**src/rtl/dma_pkg.sv**
```systemverilog
// Shared DMA channel definitions: default datapath widths, APB address stride
// and the write-master state encoding.
package dma_pkg;

    localparam int DMA_ADDR_WIDTH = 32;
    localparam int DMA_DATA_WIDTH = 32;
    localparam int DMA_LEN_WIDTH  = 16;

    localparam int APB_ADDR_INC   = 4;

    typedef logic [2:0] state_t;

    localparam state_t ST_IDLE   = 3'd0;
    localparam state_t ST_FETCH  = 3'd1;
    localparam state_t ST_SETUP  = 3'd2;
    localparam state_t ST_ACCESS = 3'd3;
    localparam state_t ST_DONE   = 3'd4;

endpackage

```
**src/rtl/dma_apb_wr_master.sv**
```systemverilog
// Per-channel APB write master: pops FIFO words and writes them to APB.
// Optional ACCESS-phase timeout is compiled in with DMA_APB_WR_TIMEOUT_EN.
module dma_apb_wr_master
    import dma_pkg::*;
#(
    parameter int ADDR_WIDTH     = DMA_ADDR_WIDTH,
    parameter int DATA_WIDTH     = DMA_DATA_WIDTH,
    parameter int LEN_WIDTH      = DMA_LEN_WIDTH,
    parameter int TIMEOUT_CYCLES = 256
) (
    input  logic                  clk,
    input  logic                  rst,
    input  logic                  start,
    input  logic [ADDR_WIDTH-1:0] dst_addr,
    input  logic [LEN_WIDTH-1:0]  xfer_len,
    input  logic                  addr_inc,
    input  logic                  abort,
    input  logic                  fifo_empty,
    input  logic [DATA_WIDTH-1:0] fifo_rdata,
    output logic                  fifo_r_en,
    output logic [ADDR_WIDTH-1:0] paddr,
    output logic                  psel,
    output logic                  penable,
    output logic                  pwrite,
    output logic [DATA_WIDTH-1:0] pwdata,
    input  logic                  pready,
    input  logic                  pslverr,
    output logic                  busy,
    output logic                  done,
    output logic                  err,
    output logic [LEN_WIDTH-1:0]  words_left
);

    state_t                state;
    logic [ADDR_WIDTH-1:0] cur_addr;
    logic                  inc_q;
    logic                  pop;
    logic                  timeout;

    // Abort wins over a same-cycle pop so no word is lost from the FIFO.
    assign pop       = (state == ST_FETCH) && !fifo_empty && !abort;
    assign fifo_r_en = pop;
    assign busy      = (state != ST_IDLE);
    assign done      = (state == ST_DONE);
    assign pwrite    = psel;

`ifdef DMA_APB_WR_TIMEOUT_EN
    localparam int TW = $clog2(TIMEOUT_CYCLES + 1);

    logic [TW-1:0] wait_cnt;

    assign timeout = (state == ST_ACCESS) && !pready
                     && (wait_cnt == TW'(TIMEOUT_CYCLES - 1));

    always_ff @(posedge clk or posedge rst) begin
        if (rst) begin
            wait_cnt <= '0;
        end else if (state == ST_SETUP) begin
            wait_cnt <= '0;
        end else if ((state == ST_ACCESS) && !pready && !timeout) begin
            wait_cnt <= wait_cnt + TW'(1);
        end
    end
`else
    // Without the timeout, ACCESS waits on pready indefinitely.
    assign timeout = (TIMEOUT_CYCLES < 0);
`endif

    always_ff @(posedge clk or posedge rst) begin
        if (rst) begin
            state      <= ST_IDLE;
            cur_addr   <= '0;
            inc_q      <= 1'b0;
            paddr      <= '0;
            pwdata     <= '0;
            psel       <= 1'b0;
            penable    <= 1'b0;
            err        <= 1'b0;
            words_left <= '0;
        end else begin
            case (state)
                ST_IDLE: begin
                    if (start) begin
                        cur_addr   <= dst_addr;
                        inc_q      <= addr_inc;
                        err        <= 1'b0;
                        words_left <= xfer_len;
                        state      <= (xfer_len == '0) ? ST_DONE : ST_FETCH;
                    end
                end
                ST_FETCH: begin
                    if (abort) begin
                        state <= ST_DONE;
                    end else if (!fifo_empty) begin
                        pwdata <= fifo_rdata;
                        paddr  <= cur_addr;
                        psel   <= 1'b1;
                        state  <= ST_SETUP;
                    end
                end
                ST_SETUP: begin
                    penable <= 1'b1;
                    state   <= ST_ACCESS;
                end
                ST_ACCESS: begin
                    if (pready) begin
                        psel    <= 1'b0;
                        penable <= 1'b0;
                        if (pslverr) begin
                            err   <= 1'b1;
                            state <= ST_DONE;
                        end else begin
                            words_left <= words_left - LEN_WIDTH'(1);
                            if (inc_q) begin
                                cur_addr <= cur_addr + ADDR_WIDTH'(APB_ADDR_INC);
                            end
                            state <= (words_left == LEN_WIDTH'(1)) ? ST_DONE : ST_FETCH;
                        end
                    end else if (timeout) begin
                        err     <= 1'b1;
                        psel    <= 1'b0;
                        penable <= 1'b0;
                        state   <= ST_DONE;
                    end
                end
                ST_DONE: begin
                    state <= ST_IDLE;
                end
                default: begin
                    state <= ST_IDLE;
                end
            endcase
        end
    end

endmodule
```
**config.mk**
```make
export PLATFORM = sky130hd
export DESIGN_NAME = dma_apb_wr_master
export DESIGN_NICKNAME = d
export VERILOG_FILES = /design/src/rtl/dma_pkg.sv /design/src/rtl/dma_apb_wr_master.sv
export SDC_FILE = /design/constraint.sdc
export NUM_CORES = 1
export LEC_CHECK = 0
export ABC_CLOCK_PERIOD_IN_PS = 7400
export CAP_MARGIN = 20
export CORE_AREA = 2 2 159 114
export CTS_BUF_LIST = sky130_fd_sc_hd__clkbuf_2
export CTS_CLUSTER_DIAMETER = 80
export DETAILED_ROUTE_END_ITERATION = 6
export DIE_AREA = 0 0 161 116
export GPL_ROUTABILITY_DRIVEN = 1
export PLACE_DENSITY = 0.65
export SYNTH_ARGS = -nofsm -noshare
export SYNTH_HDL_FRONTEND = slang
export SYNTH_SLANG_ARGS = --single-unit
export TNS_END_PERCENT = 5
```
**constraint.sdc**
```tcl
create_clock -name clk -period 7.4 [get_ports clk]
set_clock_uncertainty 0.15 [all_clocks]
set_input_delay 2.22 -clock clk [delete_from_list [all_inputs] [get_ports clk]]
set_output_delay 2.22 -clock clk [all_outputs]
set_load 0.05 [all_outputs]
```
* Word-level counts from Yosys, hierarchy flattened *
Index checks and enable logic that the tools add are counted.

word-level totals
  bits in registers = 119
  latch bits = 0
  RAM bits = 0
  ROM bits = 0
  bits of input ports = 88
  output and inout port bits = 87
  memories kept = 0

operators by class
  add/sub/neg operators = 2
  multipliers = 0
  divide/modulo/power cells = 0
  order comparisons = 0
  equal/unequal tests = 13
  shift-type cells = 0
  multiplexer cells = 26
  bitwise logic cells = 2
  reduce and logical (&&, ||, !) cells = 18

operator list
  cell                                                                    number
  32-bit two-way mux                                                      4
  32-bit case mux with 2 select lines                                     1
  16-bit two-way mux                                                      3
  32-bit by 3-bit adder with 32-bit output, second input constant         1
  16-bit case mux with 2 select lines                                     1
  3-bit two-way mux                                                       7
  16-bit by 1-bit equality test with 1-bit output, second input constant  1
  16-bit zero test                                                        1
  16-bit by 1-bit subtractor with 16-bit output, second input constant    1
  2-bit inequality test, second input constant                            7
  3-bit case mux with 4 select lines                                      1
  4-bit AND reduction                                                     3
  3-bit by 2-bit equality test with 1-bit output, second input constant   2
  1-bit two-way mux                                                       6
  1-bit case mux with 2 select lines                                      3
  3-bit AND reduction                                                     2
  2-bit nonzero test                                                      3
  5-bit AND reduction                                                     1
  2-bit AND reduction                                                     2
  3-bit by 1-bit equality test with 1-bit output, second input constant   1
  3-bit equality test, second input constant                              1
  3-bit zero test                                                         1
  3-bit inequality test, second input constant                            1
  3-bit nonzero test                                                      1
  other kinds (3)                                                         6

* Longest topological paths before layout *
Gate-level depths: netlist (run 1).

  word-level depth = 5
  mapped depth = 8
  gate-level depth less buffers = 7

* Worst setup path before layout (run 1) *
OpenSTA, ideal clock, no wires.

  kind = input-to-output
  start point = input port abort
  end point = output port fifo_r_en
  data arrival time = 2.916 ns
  slack = 2.114 ns
  stages on the path = 3
  cells stage by stage = nor2_1 > and4_1 > buf_2

on the way
  word-level cells in the longest chain between the ends = 2

ends and longest elaborated chain
  element            RTL line                 source
  start, declared    dma_apb_wr_master.sv:17  input logic abort,
  1-bit zero test    dma_apb_wr_master.sv:41  assign pop = (state == ST_FETCH) && !fifo_empty && !abort;
  1-bit logical AND  dma_apb_wr_master.sv:41
  end, declared      dma_apb_wr_master.sv:20  output logic fifo_r_en,

No other way between the ends.

* Worst setup path after layout (run 1) *
Ends and elaborated chain as after synthesis.

==> qor.csv, run 1 <==
metric;value;unit
status;complete, no violations;
hp-class;reg -> reg;
cts_resized;0;
insertion_delay;0.67;ns
antenna_left;0;
drc;0;
syn_nets;648;
grt_pass1_wl;27.6;mm
die_h;116;microns
drive_gt1_frac;0.173;
initial_core_util;0.348;
cts_buffers;17;
slew_headroom;0.364;
cp_slowest_cell;clkdlybuf4s50_1;
finalSetupViolCount;0;
grt_pass1_vias;5171;
syn-cell-area;5930;sq um
met2_length;7.27;mm
grt.overflow.total;0;
rr_worst_depth;6;
max_stage_delay;0.81;ns
diodes;0;
clk_path_buf_depth;2;
layout_common_cells;clkdlybuf4s50_1 (174), dfrtp_1 (119), mux2_2 (67);
synth-main-ff-cell;dfrtp_1;
tightest_slew;0.949;ns
numPortBuffers;174;
hpwl;11.8;mm
grt_max_degree;75;
min_path_cells;1;
critPathKind;in -> out;
cts_sinks;119;
tritoncts;yes;
fin_tns_setup;0;ns
synth_warnings;0;
cp_num_cells;4;
via_count;5124;
ys_async_sr_fraction;1.00;
fillers;1538;
wl_met1;7.81;mm
place_inst;931;
irDropWorstVdd;0.000288;V
layout_commonest_cell;clkdlybuf4s50_1;
clkSlewWorstSetupHoldPaths;0.17;ns
yosys.area.top_type;dfrtp_1;
power_density;493;nW/um^2
top_layer;met4;
fin_util;0.472;
avgRoutedWirePerCell;17.5;microns
cp-start-kind;input port;
min_period;6.28;ns
final_nets;810;
viasPerCell;5.32;
avgSynthCellArea;10.6;sq um
synthTopCellsByArea;dfrtp_1 (50%), mux2_2 (13%), a21oi_1 (4.6%);
area_growth;35.4;%
ys_seq_area_frac;0.502;
die_x;161;microns
root_buffer;clkbuf_2;
met3_length;1.62;mm
stdcell_count;963;
netlist_instances;557;
crit_fanout;3;
critPathMostFrequentCell;clkdlybuf4s50_1;
p_leak;3.07;nW
final_hold_viol_count;0;
ios;175;
dr.pass1.iters;5;
crit_chain;clkdlybuf4s50_1 > nor2_1 > and4_4 > clkdlybuf4s50_1;
post-route-period-util;0.848;
fp.dieArea;18700;sq um
row_count;40;
drt-initial-drc-count;416;
crit_buf_inv;2;
synth_seq_cells;119;
fmax;159;MHz
synth.top_cell.area_share;0.502;
cp-end-kind;primary output;
gp_congestion;0.846;
holdBufCountCts;0;
drt_wl_total;16.9;mm
grt_use_total;0.188;
postCtsSetupRepairBufs;0;
synth-edff-count;0;
synth_cell_types;64;
arrival;3.91;ns
core-area;17000;sq um
antenna_found_initial;0;
crit_required;5.03;ns
drv_cap;0;
cp_top_family;buffers and inverters;
slew_violations;0;
h-tree-depth;4;
rsz0062_at_grt;false;
total_power;3.95;mW
## synth_stat cells (all sizes together), types with 2 or more instances
| library cell | instances |
|---|---|
| a32oi | 2 |
| buf | 28 |
| and3 | 4 |
| o21ai | 37 |
| o21a | 2 |
| nand3 | 30 |
| o22a | 3 |
| nor3b | 2 |
| a211oi | 2 |
| ha | 3 |
| mux2 | 67 |
| or3 | 4 |
| nor4 | 12 |
| a2bb2oi | 14 |
| a31oi | 7 |
| a22oi | 5 |
| nand3b | 2 |
| a31o | 2 |
| nor3 | 10 |
| dfrtp | 119 |
| inv | 13 |
| o22ai | 14 |
| a21oi | 54 |
| o2bb2ai | 3 |
| a21boi | 2 |
| nand4 | 19 |
| and4 | 3 |
| nor2 | 39 |
| clkbuf | 9 |
| nand2 | 27 |
| o211ai | 2 |
## metrics by stage
step / cell area [sq um] / worst slack (ns) / hold WS [ns]
final: 8030 / 1.12 / 0.379
after global routing: 8030 / 1.09 / 0.400
after detailed placement: 7800 / 1.14 / 0.346
after floorplan: 5930 / 1.87 / 0.321
after CTS: 8030 / 1.13 / 0.385
after global placement: 7800 / 1.15 / 0.334
## power breakdown
group          total (mW)  leakage [nW]  switching (mW)  internal (mW)
logic                2.24          1.56            1.41          0.837
clock network       0.406         0.125           0.255          0.151
registers            1.31          1.39           0.335          0.970
total                3.95          3.07            2.00           1.96
## flip-flops by register name (all words and copies together), names as in the netlist
signal / count
cur_addr: 32
err: 1
inc_q: 1
paddr: 32
penable: 1
psel: 1
pwdata: 32
state: 3
words_left: 16
## cells by family (layout without fill, tap and decap cells)
family                     count (synthesis)  count (layout)  synth area share
AOI/OAI and AO/OA                        158             158             0.166
and+or+nand+nor                          159             159             0.152
muxes                                     68              68             0.129
buffers and inverters                     50             225            0.0439
adders and majority gates                  3               3           0.00633
DFF                                      119             119             0.502
## final cells by class
type / instances / area, sq um / share of cell area
timing repair buffer: 180 / 1790 / 0.223
inverter: 13 / 51.3 / 0.00639
clock buffer: 18 / 90.1 / 0.0112
tap: 231 / 289 / 0.0360
clock inverter: 14 / 133 / 0.0165
multi-input combinational: 388 / 2700 / 0.336
sequential: 119 / 2980 / 0.371
## routing by layer
metal  vias up  GRT usage
met4         0     0.0589
li1       2423          -
met2       215      0.283
met5         -          0
met3        13     0.0676
met1      2473      0.255
## path summary, 6_finish.rpt
check | start | end | slack (ns)
worst max-delay path | abort | fifo_r_en | 1.12
min in group asynchronous | rst | pwdata[25]$_DFFE_PP0P_ | 1.92
worst min-delay path | pwdata[2]$_DFFE_PP0P_ | pwdata[2]$_DFFE_PP0P_ | 0.38
worst min register to register | pwdata[2]$_DFFE_PP0P_ | pwdata[2]$_DFFE_PP0P_ | 0.38
max in group asynchronous | rst | paddr[22]$_DFFE_PP0P_ | 3.98
worst max register to register | state[1]$_DFFE_PP0P_ | cur_addr[29]$_DFFE_PP0P_ | 4.25
(Power assumes the default switching activity.)
==> run 2: changes to the inputs <==
Settings changed: ABC_CLOCK_PERIOD_IN_PS 7400 to 6600.
Clock period 7.4 ns to 6.6 ns, I/O delays scaled along.
==> run 2 against run 1 <==
Core utilization grew 0.16 points. Setup slack gained 0.34 ns. Combinational power is 13% higher.
==> qor.csv, run 2 (synthesis results as in run 1) <==
metric;value;unit
hpwl;11.8;mm
cts_resized;0;
final_hold_viol_count;0;
drc;0;
fin_util;0.473;
drt-initial-drc-count;340;
core-area;17000;sq um
slew_violations;0;
crit_required;4.47;ns
cp-end-kind;primary output;
p_leak;3.10;nW
fillers;1545;
layout_common_cells;clkdlybuf4s50_1 (173), dfrtp_1 (119), mux2_2 (67);
ios;175;
reg2reg_setup_slack;3.61;ns
cts_buffers;17;
layout_commonest_cell;clkdlybuf4s50_1;
whs;0.372;ns
drive_gt1_frac;0.176;
rr_worst_depth;6;
drt_wl_total;16.9;mm
via_count;5139;
die_x;161;microns
arrival;3.01;ns
drv_cap;0;
die_h;116;microns
area_growth;35.9;%
gp_congestion;0.830;
cts_sinks;119;
irDropWorstVdd;0.000377;V
insertion_delay;0.68;ns
crit_fanout;3;
avgRoutedWirePerCell;17.6;microns
slew_headroom;0.350;
numPortBuffers;174;
status;complete, no violations;
fmax;195;MHz
cp-start-kind;input port;
reg.largest.list;cur_addr: 32 flops, paddr: 32 flops, pwdata: 32 flops;
crit_buf_inv;2;
grt_use_total;0.189;
max_stage_delay;0.41;ns
grt_pass1_wl;27.8;mm
grt_max_degree;66;
finalSetupViolCount;0;
viasPerCell;5.34;
tritoncts;yes;
grt.overflow.total;0;
post-route-period-util;0.779;
min_path_cells;1;
holdBufCountCts;0;
antenna_found_initial;0;
antenna_left;0;
grt_pass1_vias;5227;
tightest_slew;0.973;ns
min_to;penable$_DFFE_PP0P_;
hp-start;penable$_DFFE_PP0P_;
total_power;4.47;mW
crit_chain;clkdlybuf4s50_1 > nor2_1 > and4_4 > buf_12;
postCtsSetupRepairBufs;0;
dr.pass1.iters;5;
clkSlewWorstSetupHoldPaths;0.18;ns
fp.dieArea;18700;sq um
initial_core_util;0.348;
hp-class;reg -> reg;
r2r_end;cur_addr[21]$_DFFE_PP0P_;
power_density;555;nW/um^2
cp_slowest_cell;clkdlybuf4s50_1;
multi_input_area;2700;sq um
cp_top_family;buffers and inverters;
root_buffer;clkbuf_2;
row_count;40;
h-tree-depth;4;
fin_tns_setup;0;ns
min_period;5.14;ns
seqCellArea;2980;sq um
final_nets;811;
r2r-start;state[1]$_DFFE_PP0P_;
clk_path_buf_depth;2;
critPathKind;in -> out;
diodes;0;
rsz0062_at_grt;false;
run 2: cell count changes in the layout (fill, tap and decap cells not counted), sizes merged:
cell	delta
clkbuf	+3
clkinvlp	-3
clkinv	-3
buf	+2
bufinv	+1
clkdlybuf4s50	-1
run 2: stage by stage:
| stage | worst slack (ns) | std cells | cell area (sq um) |
|---|---|---|---|
| floorplan | 1.31 | 557 | 5930 |
| detailed placement | 1.47 | 932 | 7820 |
| global placement | 1.49 | 932 | 7820 |
| CTS | 1.46 | 962 | 8050 |
| global route | 1.42 | 962 | 8050 |
| finish | 1.46 | 962 | 8050 |
run 2: metal layers:
metal	wire, microns	part of all wire	GRT usage
met5	0	0	0
met4	195	0.012	0.0607
met3	1690	0.10	0.0755
met2	7300	0.43	0.284
met1	7750	0.46	0.252
run 2: power breakdown:
group | internal, mW | switching [mW]
clock network | 0.212 | 0.274
registers | 1.09 | 0.376
logic | 0.940 | 1.58
total | 2.24 | 2.23
run 2: area by class of cell:
class	count	share of cell area
clock buffer	21	0.0130
timing repair buffer	181	0.224
inverter	13	0.00637
multi-input combinational	388	0.335
clock inverter	9	0.0158
tap	231	0.0359
sequential	119	0.370
run 2: worst max-delay path by stage:
stage / from / end / slack [ns] / cells after the start
finish: abort / fifo_r_en / 1.46 / 4
global placement: abort / fifo_r_en / 1.49 / 4
floorplan: rst / cur_addr[0]$_DFFE_PP0P_ / 1.31 / 1
global route: abort / fifo_r_en / 1.42 / 4
detailed placement: abort / fifo_r_en / 1.47 / 4
CTS: abort / fifo_r_en / 1.46 / 4
